[config.mk]
export PLATFORM = sky130hd
export DESIGN_NAME = conv_window_sched
export DESIGN_NICKNAME = d
export VERILOG_FILES = /design/src/rtl/conv_window_sched.sv
export SDC_FILE = /design/constraint.sdc
export NUM_CORES = 1
export LEC_CHECK = 0
export BUFFER_PORTS_ARGS = -buffer_cell sky130_fd_sc_hd__buf_4
export CAP_MARGIN = 40
export CELL_PAD_IN_SITES_DETAIL_PLACEMENT = 1
export CELL_PAD_IN_SITES_GLOBAL_PLACEMENT = 1
export CORE_UTILIZATION = 38
export CTS_CLUSTER_DIAMETER = 150
export CTS_CLUSTER_SIZE = 12
export DETAILED_ROUTE_END_ITERATION = 8
export GPL_TIMING_DRIVEN = 1
export PLACE_DENSITY = 0.88
export SYNTH_ARGS = -nofsm -noshare
export SYNTH_HDL_FRONTEND = slang
export SYNTH_SLANG_ARGS = --single-unit
[constraint.sdc]
create_clock -name clk -period 3.18 [get_ports clk]
set_input_delay 0.318 -clock clk [delete_from_list [all_inputs] [get_ports clk]]
set_output_delay 0.318 -clock clk [all_outputs]
set_load 0.02 [all_outputs]
[src/rtl/conv_window_sched.sv]
// conv_window_sched: issues every 3x3 window of a tile in raster order under a credit limit
// and writes the in-order results to the output buffer. Define CONV_WINDOW_SCHED_PERF_EN for perf counters.
module conv_window_sched #(
  parameter int IMG_W   = 8,
  parameter int IMG_H   = 8,
  parameter int K       = 3,
  parameter int ACC_W   = 16,
  parameter int MAX_OUT = 4,
  localparam int OUT_W  = IMG_W - K + 1,
  localparam int OUT_H  = IMG_H - K + 1,
  localparam int N_OUT  = OUT_W * OUT_H,
  localparam int RW     = $clog2(IMG_H),
  localparam int CW     = $clog2(IMG_W),
  localparam int AW     = $clog2(N_OUT)
) (
  input  logic                    clk,
  input  logic                    reset,
  input  logic                    start,
  output logic                    busy,
  output logic                    done,
  output logic                    err,
  output logic                    win_valid,
  input  logic                    win_ready,
  output logic [RW-1:0]           win_row,
  output logic [CW-1:0]           win_col,
  output logic                    win_last,
  input  logic                    res_valid,
  input  logic signed [ACC_W-1:0] res_data,
  output logic                    ob_we,
  output logic [AW-1:0]           ob_addr,
  output logic signed [ACC_W-1:0] ob_data
`ifdef CONV_WINDOW_SCHED_PERF_EN
  ,
  output logic [15:0]             perf_busy_cyc,
  output logic [15:0]             perf_stall_cyc
`endif
);

  localparam int CNT_W = $clog2(N_OUT + 1);
  localparam int OW    = $clog2(MAX_OUT + 1);

  localparam logic [CNT_W-1:0] N_OUT_C   = CNT_W'(N_OUT);
  localparam logic [CNT_W-1:0] LAST_C    = CNT_W'(N_OUT - 1);
  localparam logic [OW-1:0]    MAX_OUT_C = OW'(MAX_OUT);
  localparam logic [CW-1:0]    COL_MAX_C = CW'(OUT_W - 1);

  typedef enum logic [1:0] {
    S_IDLE  = 2'd0,
    S_ISSUE = 2'd1,
    S_DRAIN = 2'd2,
    S_DONE  = 2'd3
  } state_e;

  state_e                  state_q;
  logic [RW-1:0]           row_q;
  logic [CW-1:0]           col_q;
  logic [CNT_W-1:0]        iss_cnt_q;
  logic [CNT_W-1:0]        res_cnt_q;
  logic [OW-1:0]           out_q;
  logic [OW-1:0]           out_d;
  logic                    err_q;
  logic                    err_d;
  logic                    busy_q;
  logic                    done_q;
  logic                    ob_we_q;
  logic [AW-1:0]           ob_addr_q;
  logic signed [ACC_W-1:0] ob_data_q;

  logic in_issue_s;
  logic win_valid_s;
  logic hs_s;
  logic last_s;
  logic res_acc_s;
  logic spur_s;
  logic start_acc_s;

  // Handshake qualification and outstanding/err next-state; credit check uses only registered count.
  always_comb begin
    in_issue_s  = (state_q == S_ISSUE);
    win_valid_s = in_issue_s && (out_q < MAX_OUT_C);
    hs_s        = win_valid_s && win_ready;
    last_s      = in_issue_s && (iss_cnt_q == LAST_C);
    res_acc_s   = res_valid && (out_q != OW'(0));
    spur_s      = res_valid && (out_q == OW'(0));
    start_acc_s = (state_q == S_IDLE) && start;
    out_d       = out_q;
    if (start_acc_s) begin
      out_d = OW'(0);
    end else begin
      case ({hs_s, res_acc_s})
        2'b10:   out_d = out_q + OW'(1);
        2'b01:   out_d = out_q - OW'(1);
        default: out_d = out_q;
      endcase
    end
    if (start_acc_s) begin
      err_d = spur_s;
    end else begin
      err_d = err_q | spur_s;
    end
  end

  // Sequencer FSM with window coordinates, result writeback and all registered outputs.
  always_ff @(posedge clk) begin
    if (reset) begin
      state_q   <= S_IDLE;
      row_q     <= RW'(0);
      col_q     <= CW'(0);
      iss_cnt_q <= CNT_W'(0);
      res_cnt_q <= CNT_W'(0);
      out_q     <= OW'(0);
      err_q     <= 1'b0;
      busy_q    <= 1'b0;
      done_q    <= 1'b0;
      ob_we_q   <= 1'b0;
      ob_addr_q <= AW'(0);
      ob_data_q <= ACC_W'(0);
    end else begin
      out_q   <= out_d;
      err_q   <= err_d;
      done_q  <= 1'b0;
      ob_we_q <= res_acc_s;
      if (res_acc_s) begin
        ob_addr_q <= res_cnt_q[AW-1:0];
        ob_data_q <= res_data;
        res_cnt_q <= res_cnt_q + CNT_W'(1);
      end
      case (state_q)
        S_IDLE: begin
          if (start) begin
            state_q   <= S_ISSUE;
            busy_q    <= 1'b1;
            row_q     <= RW'(0);
            col_q     <= CW'(0);
            iss_cnt_q <= CNT_W'(0);
            res_cnt_q <= CNT_W'(0);
          end
        end
        S_ISSUE: begin
          if (hs_s) begin
            if (iss_cnt_q != N_OUT_C) begin
              iss_cnt_q <= iss_cnt_q + CNT_W'(1);
            end
            // The final window keeps its coordinates; nothing is presented after it.
            if (last_s) begin
              state_q <= S_DRAIN;
            end else if (col_q == COL_MAX_C) begin
              col_q <= CW'(0);
              row_q <= row_q + RW'(1);
            end else begin
              col_q <= col_q + CW'(1);
            end
          end
        end
        S_DRAIN: begin
          if (res_cnt_q == N_OUT_C) begin
            state_q <= S_DONE;
            busy_q  <= 1'b0;
            done_q  <= 1'b1;
          end
        end
        S_DONE: begin
          state_q <= S_IDLE;
        end
        default: begin
          state_q <= S_IDLE;
          busy_q  <= 1'b0;
        end
      endcase
    end
  end

  assign busy      = busy_q;
  assign done      = done_q;
  assign err       = err_q;
  assign win_valid = win_valid_s;
  assign win_row   = row_q;
  assign win_col   = col_q;
  assign win_last  = last_s;
  assign ob_we     = ob_we_q;
  assign ob_addr   = ob_addr_q;
  assign ob_data   = ob_data_q;

`ifdef CONV_WINDOW_SCHED_PERF_EN
  logic [15:0] perf_busy_q;
  logic [15:0] perf_stall_q;

  // Saturating busy and stall cycle counters, cleared when a tile begins.
  always_ff @(posedge clk) begin
    if (reset) begin
      perf_busy_q  <= 16'h0000;
      perf_stall_q <= 16'h0000;
    end else if (start_acc_s) begin
      perf_busy_q  <= 16'h0000;
      perf_stall_q <= 16'h0000;
    end else begin
      if (busy_q && (perf_busy_q != 16'hFFFF)) begin
        perf_busy_q <= perf_busy_q + 16'h0001;
      end
      if (win_valid_s && !win_ready && (perf_stall_q != 16'hFFFF)) begin
        perf_stall_q <= perf_stall_q + 16'h0001;
      end
    end
  end

  assign perf_busy_cyc  = perf_busy_q;
  assign perf_stall_cyc = perf_stall_q;
`endif

endmodule

After elaboration in Yosys (flattened, before gate mapping):

Index checks and enable logic that the tools add are counted.

* add/sub/neg operators: 6
* equality and inequality tests: 16
* bitwise operators: 2
* reductions and logical operators: 19
* muxes and demuxes: 27
* magnitude comparators: 1

Operators with widths (number)
* $mux W6: 6
* $mux W3: 7
* $pmux W3 S2: 3
* $add A6 B1 Y6 const B: 2
* $eq A6 B6 Y1 const B: 2
* $pmux W6 S2: 1
* $reduce_and A4 Y1: 3
* $add A3 B1 Y3 const B: 3
* $mux W2: 4
* $ne A2 B2 Y1 const B: 4
* $pmux W2 S4: 1
* $eq A2 B2 Y1 const B: 3
* $logic_and A1 B1 Y1: 6
* $ne A2 B1 Y1 const B: 3
* $ne A6 B6 Y1 const B: 1
* $reduce_bool A2 Y1: 3
* $reduce_and A5 Y1: 1
* $eq A2 B1 Y1 const B: 2
* $mux W1: 4
* $reduce_or A2 Y1: 2
* $eq A3 B3 Y1 const B: 1
* $logic_not A3 Y1: 1
* $lt A3 B3 Y1 const B: 1
* $reduce_and A3 Y1: 1
* other kinds (6): 6

* logic and storage cells: 83
* register bits: 49
* bits of input ports: 21
* output and inout bits: 34

Longest topological paths before layout:

Gate-level depths: netlist (run 1).

* depth after elaboration: 5
* depth in mapped cells: 12
* mapped depth without buffers: 11

Worst setup path before layout (run 1):

Ideal clock, no wire load.

* kind: register -> register
* from: reg state_q[1]
* to: reg out_q[2]
* clock period less this slack: 2375 ps
* data arrival time: 2305 ps
* path buffers: 1
* path slack: 805 ps
* stages on the path, launching flop included: 13
* library setup time: 70 ps
* data required time: 3110 ps
* path through: dfxtp_1 > inv_1 > ha_1 > clkbuf_1 > inv_1 > nor2_1 > nand2_1 > ha_1 > inv_1 > fa_1 > xor2_1 > or3_1 > a21oi_1

* word-level cells in the longest chain between the ends: 5
* elaborated cells between the ends (all ways): 10
* classes of those cells: eq/ne (3); mux (1); reduce/logical (6)

Ends and longest elaborated chain
* start, declared: line 54 `state_e state_q;`
* start signal, assigned: line 106 `state_q <= S_IDLE;`
* start signal, assigned: line 131 `state_q <= S_ISSUE;`
* start signal, assigned: line 146 `state_q <= S_DRAIN;`
* $eq A2 B1 Y1 (*): line 79 `in_issue_s = (state_q == S_ISSUE);`
* $logic_and A1 B1 Y1 (*): line 80 `win_valid_s = in_issue_s && (out_q < MAX_OUT_C);`
* net win_valid: line 22 `output logic win_valid,`
* $logic_and A1 B1 Y1 (*): line 81 `hs_s = win_valid_s && win_ready;`
* $eq A2 B1 Y1 / $eq A2 B2 Y1 (equally long branches): line 90 `case ({hs_s, res_acc_s})`
* $pmux W3 S2 / $reduce_bool A2 Y1 (equally long branches)
* end signal, assigned: line 119 `out_q <= out_d;`
* end, declared: line 59 `logic [OW-1:0] out_q;`

Mark *: on every way through the listed nets, which the timed path passes. The rest lies on a longest branch.
A chain may end at the register's enable or synchronous reset.

Final worst setup path (run 1):

* from: reg state_q[1]
* to: reg out_q[2]

* word-level cells in the longest chain between the ends: 5
* elaborated cells between the ends (all ways): 10
* classes of those cells: eq/ne (3); mux (1); reduce/logical (6)

Ends and longest elaborated chain (line)
* $eq A2 B1 Y1: 79
* $logic_and A1 B1 Y1: 80
* $logic_and A1 B1 Y1: 81
* $eq A2 B1 Y1 / $eq A2 B2 Y1 (equally long branches): 90
* $pmux W3 S2 / $reduce_bool A2 Y1 (equally long branches)

Several ways; a longest one is shown, not always the timed one.

==> results of run 1 <==
==> final timing paths <==
| path | startpoint | endpoint | slack (ps) | depth (start not counted) |
|---|---|---|---|---|
| worst max-delay path | state_q[1] | out_q[2] | 820 | 11 |
| worst min-delay path | res_data[1] | ob_data[1] | 240 | 3 |
| worst max register to register | state_q[1] | out_q[2] | 820 | 11 |
| worst min register to register | ob_data[10] | ob_data[10] | 460 | 2 |
==> layout make-up <==
class	count	area, um^2
Fill cell	674	2765
Clock inverter	2	17.52
Multi-Input combinational cell	187	1094
Sequential cell	49	980.9
Tap cell	72	90.09
Inverter	15	56.30
Timing Repair Buffer	56	420.4
Clock buffer	6	82.58
==> per-stage QoR <==
stage	setup slack (ps)	instance area, um^2
after global routing	653.7	2741
after global placement	961.4	2641
after CTS	837.9	2741
after floorplan	804.6	2180
after detailed placement	849.4	2641
final	819.0	2741
==> layout by cell type (no fill, tap or decap), types with 3 or more instances in the layout <==
master	instances
mux2i_1	4
nand2_1	55
o31ai_1	3
ha_1	9
buf_4	56
or3_1	4
nand3_1	5
nand2b_1	6
dfxtp_1	49
inv_1	15
a21oi_1	33
nor2_1	16
clkbuf_8	6
nand4_1	7
xor2_1	6
o21ai_0	6
a211oi_1	3
==> sequential cells by signal (all words and copies together), names as in the netlist <==
signal and count:
busy 1, done 1, err 1, iss_cnt_q 6, ob_addr 6, ob_data 16
ob_we 1, out_q 3, res_cnt_q 6, state_q 2, win_col 3, win_row 3
==> logic make-up (layout without fill, tap and decap cells) <==
group           count (synthesis)  count (layout)  synth area share [%]
compound gates                 58              58                 16.07
xor+xnor                        6               6                 2.411
fa+ha+maj                      10              10                 6.085
buf+inv                        27              79                 4.822
flops                          49              49                 45.01
mux                             4               4                 1.837
simple gates                  109             109                 23.77
==> critical path, stage by stage, from the launching register on <==
cell,delay [ps]
dfxtp_1,360
inv_1,80
ha_1,350
inv_1,140
nor2_1,60
nand2_1,70
ha_1,170
inv_1,60
fa_1,380
xor2_1,170
or3_1,320
a21oi_1,140
==> routing by layer <==
metal / track usage (%) / vias to the layer above / wire [um]
li1: - / 995 / -
met1: 22.14 / 940 / 2248
met2: 33.89 / 32 / 2774
met3: 4.588 / 7 / 206
met4: 8.679 / 0 / 89
met5: 0 / - / 0
==> power by group through the flow <==
stage          combinational (mW)  sequential [mW]  clock [mW]
3_3_place_gp                0.582            0.731           0
3_5_place_dp                0.607            0.736           0
5_1_grt                     0.665            0.731       0.442
6_report                    0.600            0.721       0.403
4_1_cts                     0.608            0.721       0.417
2_1_floorplan               0.369            0.771           0
==> cell usage after synthesis (2+ instances only) <==
cell and n:
clkbuf_1 9, nand2_1 55, xor2_1 6, o21ai_0 6
o31ai_1 3, a211o_1 2, nand3_1 5, nor3_1 2
or2_2 2, or3_1 4, a21o_1 2, or4_1 2
mux2i_1 4, nand3b_1 2, and3b_1 2, a21oi_1 33
inv_1 15, o22ai_1 2, nand4_1 7, buf_2 3
dfxtp_1 49, ha_1 9, nand2b_1 6, nor2_1 16
a211oi_1 3
==> run metrics, run 1 <==
status=finished, final reports clean; Yosys cell types=39; maximum clock frequency=0.4236 GHz; Iter 0 DRT Violations=31; GPL Wtd Cong=0.8241; Worst Hold Class=input pin to flip-flop; critical-path maximum fanout=15; post-route ant nets=0; maximum number of pins on one net before global-route repair=43; CP Data Arrival Time=2610 ps; maximum VDD drop=0.2611 mV; cts repair resizes=0; Comb power frac=34.8%; I/O pin count=55; CP endpoint kind=flip-flop; antenna diode count=0; fin cells=387; Synth Register Bits=49; Rows=27; DRT Pass-1 Iters=4; mean post-synth cell area=8.287 um^2; Worst-path clk slew=100 ps; Clock Power Share=23.4%; minimum clock period=2361 ps; post-synth top area cell=dfxtp_1; Synth async-reset ratio=0%; Seq pwr share=41.8%; Clock Path Buffers=2; CTS Buf Count=5; Synth Cell Area=0.002180 mm^2; IO Port Bufs=54; Post-Syn Instances=263; fin nets=345; Net Sw Frac=36.91%; Psw=0.6364 mW; Via Count=1974; Starting Density=39.58%; via/cell ratio=5.101; Routed wire per std cell=13.74 um; Post-synth EDFFs=0; Pint=1.088 mW; CTS sink count=49; Die Span Y=77.74 um; Detailed Route WL=5.318 mm; chip width=77.74 um; CTS tree=built; Residual DRC=0; Core ar.=0.005507 mm^2; Slew headroom=48.21%; die footprint=0.006043 mm^2; Total Routing Usage GR=19.33%; worst-margin pin slew=757.2 ps; total negative slack=0 ps; initial antenna violation count=0; H-Tree Depth=2; cells taking the most area after synthesis=dfxtp_1, nand2_1, a21oi_1; hpwl dp=3.944 mm; first-pass GRT wire length=9.204 mm; layout cells sized above 1=21.90%; Clock Skews=8.050 ps; Final Setup Violations=0; Min Hold Slack=239.7 ps; RSZ-0062 raised after global routing=false; Total Power=1.725 mW; Slew Limit Fails=0; Syn Nets=294; final hold vios=0; max_cap viols=0; period utilization=74.24%; Most used DFF post-synth=dfxtp_1; setup bufs post-CTS=0; vias in the first global route=2020; grt ovf=0; cts-stage hold buffer count=0; CP required=3420 ps; leakage power=1.104 nW; CTS Root Cell=clkbuf_8; Final Core Density=49.78%; Area growth syn-to-layout=25.78%; PwrDens=629.1 mW/mm^2; crit start category=flip-flop; clock latency on the worst-skew pair=310 ps; Yosys warning count=0; top cell type's share of synthesized area=45.01%; sequential-to-total area share from yosys stat=45.01%; placed insts=379; Setup Crit Path Kind=flip-flop to flip-flop
Power figures use the tool's default switching activity.
==> run 2, diff against run 1 <==
- clock period: 3.18 -> 2.3 ns (I/O delays scaled with it)
==> run metrics, run 2 (synthesis results as in run 1) <==
status=finished, final reports clean; Critical Path Start=state_q[1]; Routed wire per std cell=15.10 um; cts repair resizes=0; GPL Wtd Cong=0.7821; Clock Path Buffers=2; leakage power=1.118 nW; Starting Density=39.58%; period utilization=93.52%; maximum clock frequency=0.4649 GHz; Via Count=2027; maximum VDD drop=0.3898 mV; max_cap viols=0; die footprint=0.006043 mm^2; Iter 0 DRT Violations=80; via/cell ratio=5.211; chip width=77.74 um; Total Routing Usage GR=20.62%; PwrDens=894.8 mW/mm^2; fin nets=347; I/O pin count=55; CP required=2540 ps; CTS Buf Count=5; Die Span Y=77.74 um; Slew Limit Fails=0; crit start category=flip-flop; post-route ant nets=0; layout cells sized above 1=22.40%; Worst Hold Class=input pin to flip-flop; RSZ-0062 raised after global routing=false; first-pass GRT wire length=9.798 mm; CTS tree=built; Slew headroom=65.29%; R2R Setup Slk=150 ps; Final Core Density=50.31%; minimum clock period=2151 ps; hpwl dp=4.200 mm; vias in the first global route=2154; Setup Crit Path Kind=flip-flop to flip-flop; final hold vios=0; Area growth syn-to-layout=27.10%; Final Setup Violations=0; most common cell after layout, fill and taps aside=buf_4; maximum number of pins on one net before global-route repair=43; initial antenna violation count=0; most frequent cells in the layout=buf_4, nand2_1, dfxtp_1, a21oi_1; Detailed Route WL=5.873 mm; CP Data Arrival Time=2390 ps; CTS sink count=49; Reg-to-Reg Start=state_q[1]; IO Port Bufs=54; clock latency on the worst-skew pair=310 ps; DRT Pass-1 Iters=4; worst-margin pin slew=507.6 ps; Rows=27; total negative slack=0 ps; critical-path maximum fanout=3; max reg flops=16; antenna diode count=0; cts-stage hold buffer count=0; Core ar.=0.005507 mm^2; CP endpoint kind=flip-flop; Residual DRC=0; Clock Skews=4.309 ps; grt ovf=0; Total Power=2.479 mW; H-Tree Depth=2; setup bufs post-CTS=0; Worst Min Path Start=res_data[7]; Worst-path clk slew=90 ps; CTS Root Cell=clkbuf_8
-- run 2: changes by cell type in the layout (fill, tap and decap cells not counted) --
cell | before | now
bufinv_16 | 0 | 1
clkbuf_8 | 6 | 5
clkbuf_1 | 0 | 1
buf_4 | 56 | 58
nor2_1 | 16 | 15
inv_6 | 1 | 0
nor2_2 | 0 | 1
-- run 2: final timing paths --
check	endpoint	cells after the start
max reg2reg	out_q[2]	11
max	out_q[2]	11
min reg2reg	ob_addr[1]	2
min	ob_data[7]	3
-- run 2: critical path: stages, from the launching register on --
cell and delay (ps):
dfxtp_1 370, inv_1 70, ha_1 190, inv_1 100
nor2_2 50, nand2_1 70, ha_1 180, inv_1 70
fa_1 380, xor2_1 160, or3_1 320, a21oi_1 150
-- run 2: per-stage QoR --
step / instance area, um^2 / instances / setup slack [ps] / hold WS [ps]
2_1_floorplan: 2188 / 263 / 8.347 / 366.0
5_1_grt: 2770 / 389 / 30.31 / 164.1
6_report: 2770 / 389 / 149.0 / 160.1
4_1_cts: 2770 / 389 / 128.3 / 154.1
3_5_place_dp: 2659 / 381 / 171.0 / 450.4
3_3_place_gp: 2659 / 381 / 302.5 / 442.9
-- run 2: cell type report --
| type | instances | area [um^2] |
|---|---|---|
| tap | 72 | 90.09 |
| clock inverter | 2 | 38.79 |
| inverter | 15 | 56.30 |
| fill | 679 | 2736 |
| sequential | 49 | 980.9 |
| clock buffer | 6 | 72.57 |
| multi-input combinational | 187 | 1096 |
| timing repair buffer | 58 | 435.4 |
-- run 2: where the power goes --
group | total (mW) | internal, mW | switching [mW]
combinational | 0.862 | 0.331 | 0.531
clock | 0.620 | 0.327 | 0.293
sequential | 0.997 | 0.932 | 0.0650
total | 2.48 | 1.59 | 0.889
-- run 2: metal layers --
metal	track usage (%)	up-vias	part of all wire, %
li1	-	996	-
met4	9.057	0	1.9
met5	0	-	0
met1	22.74	979	42
met3	4.118	10	3.8
met2	37.88	42	53
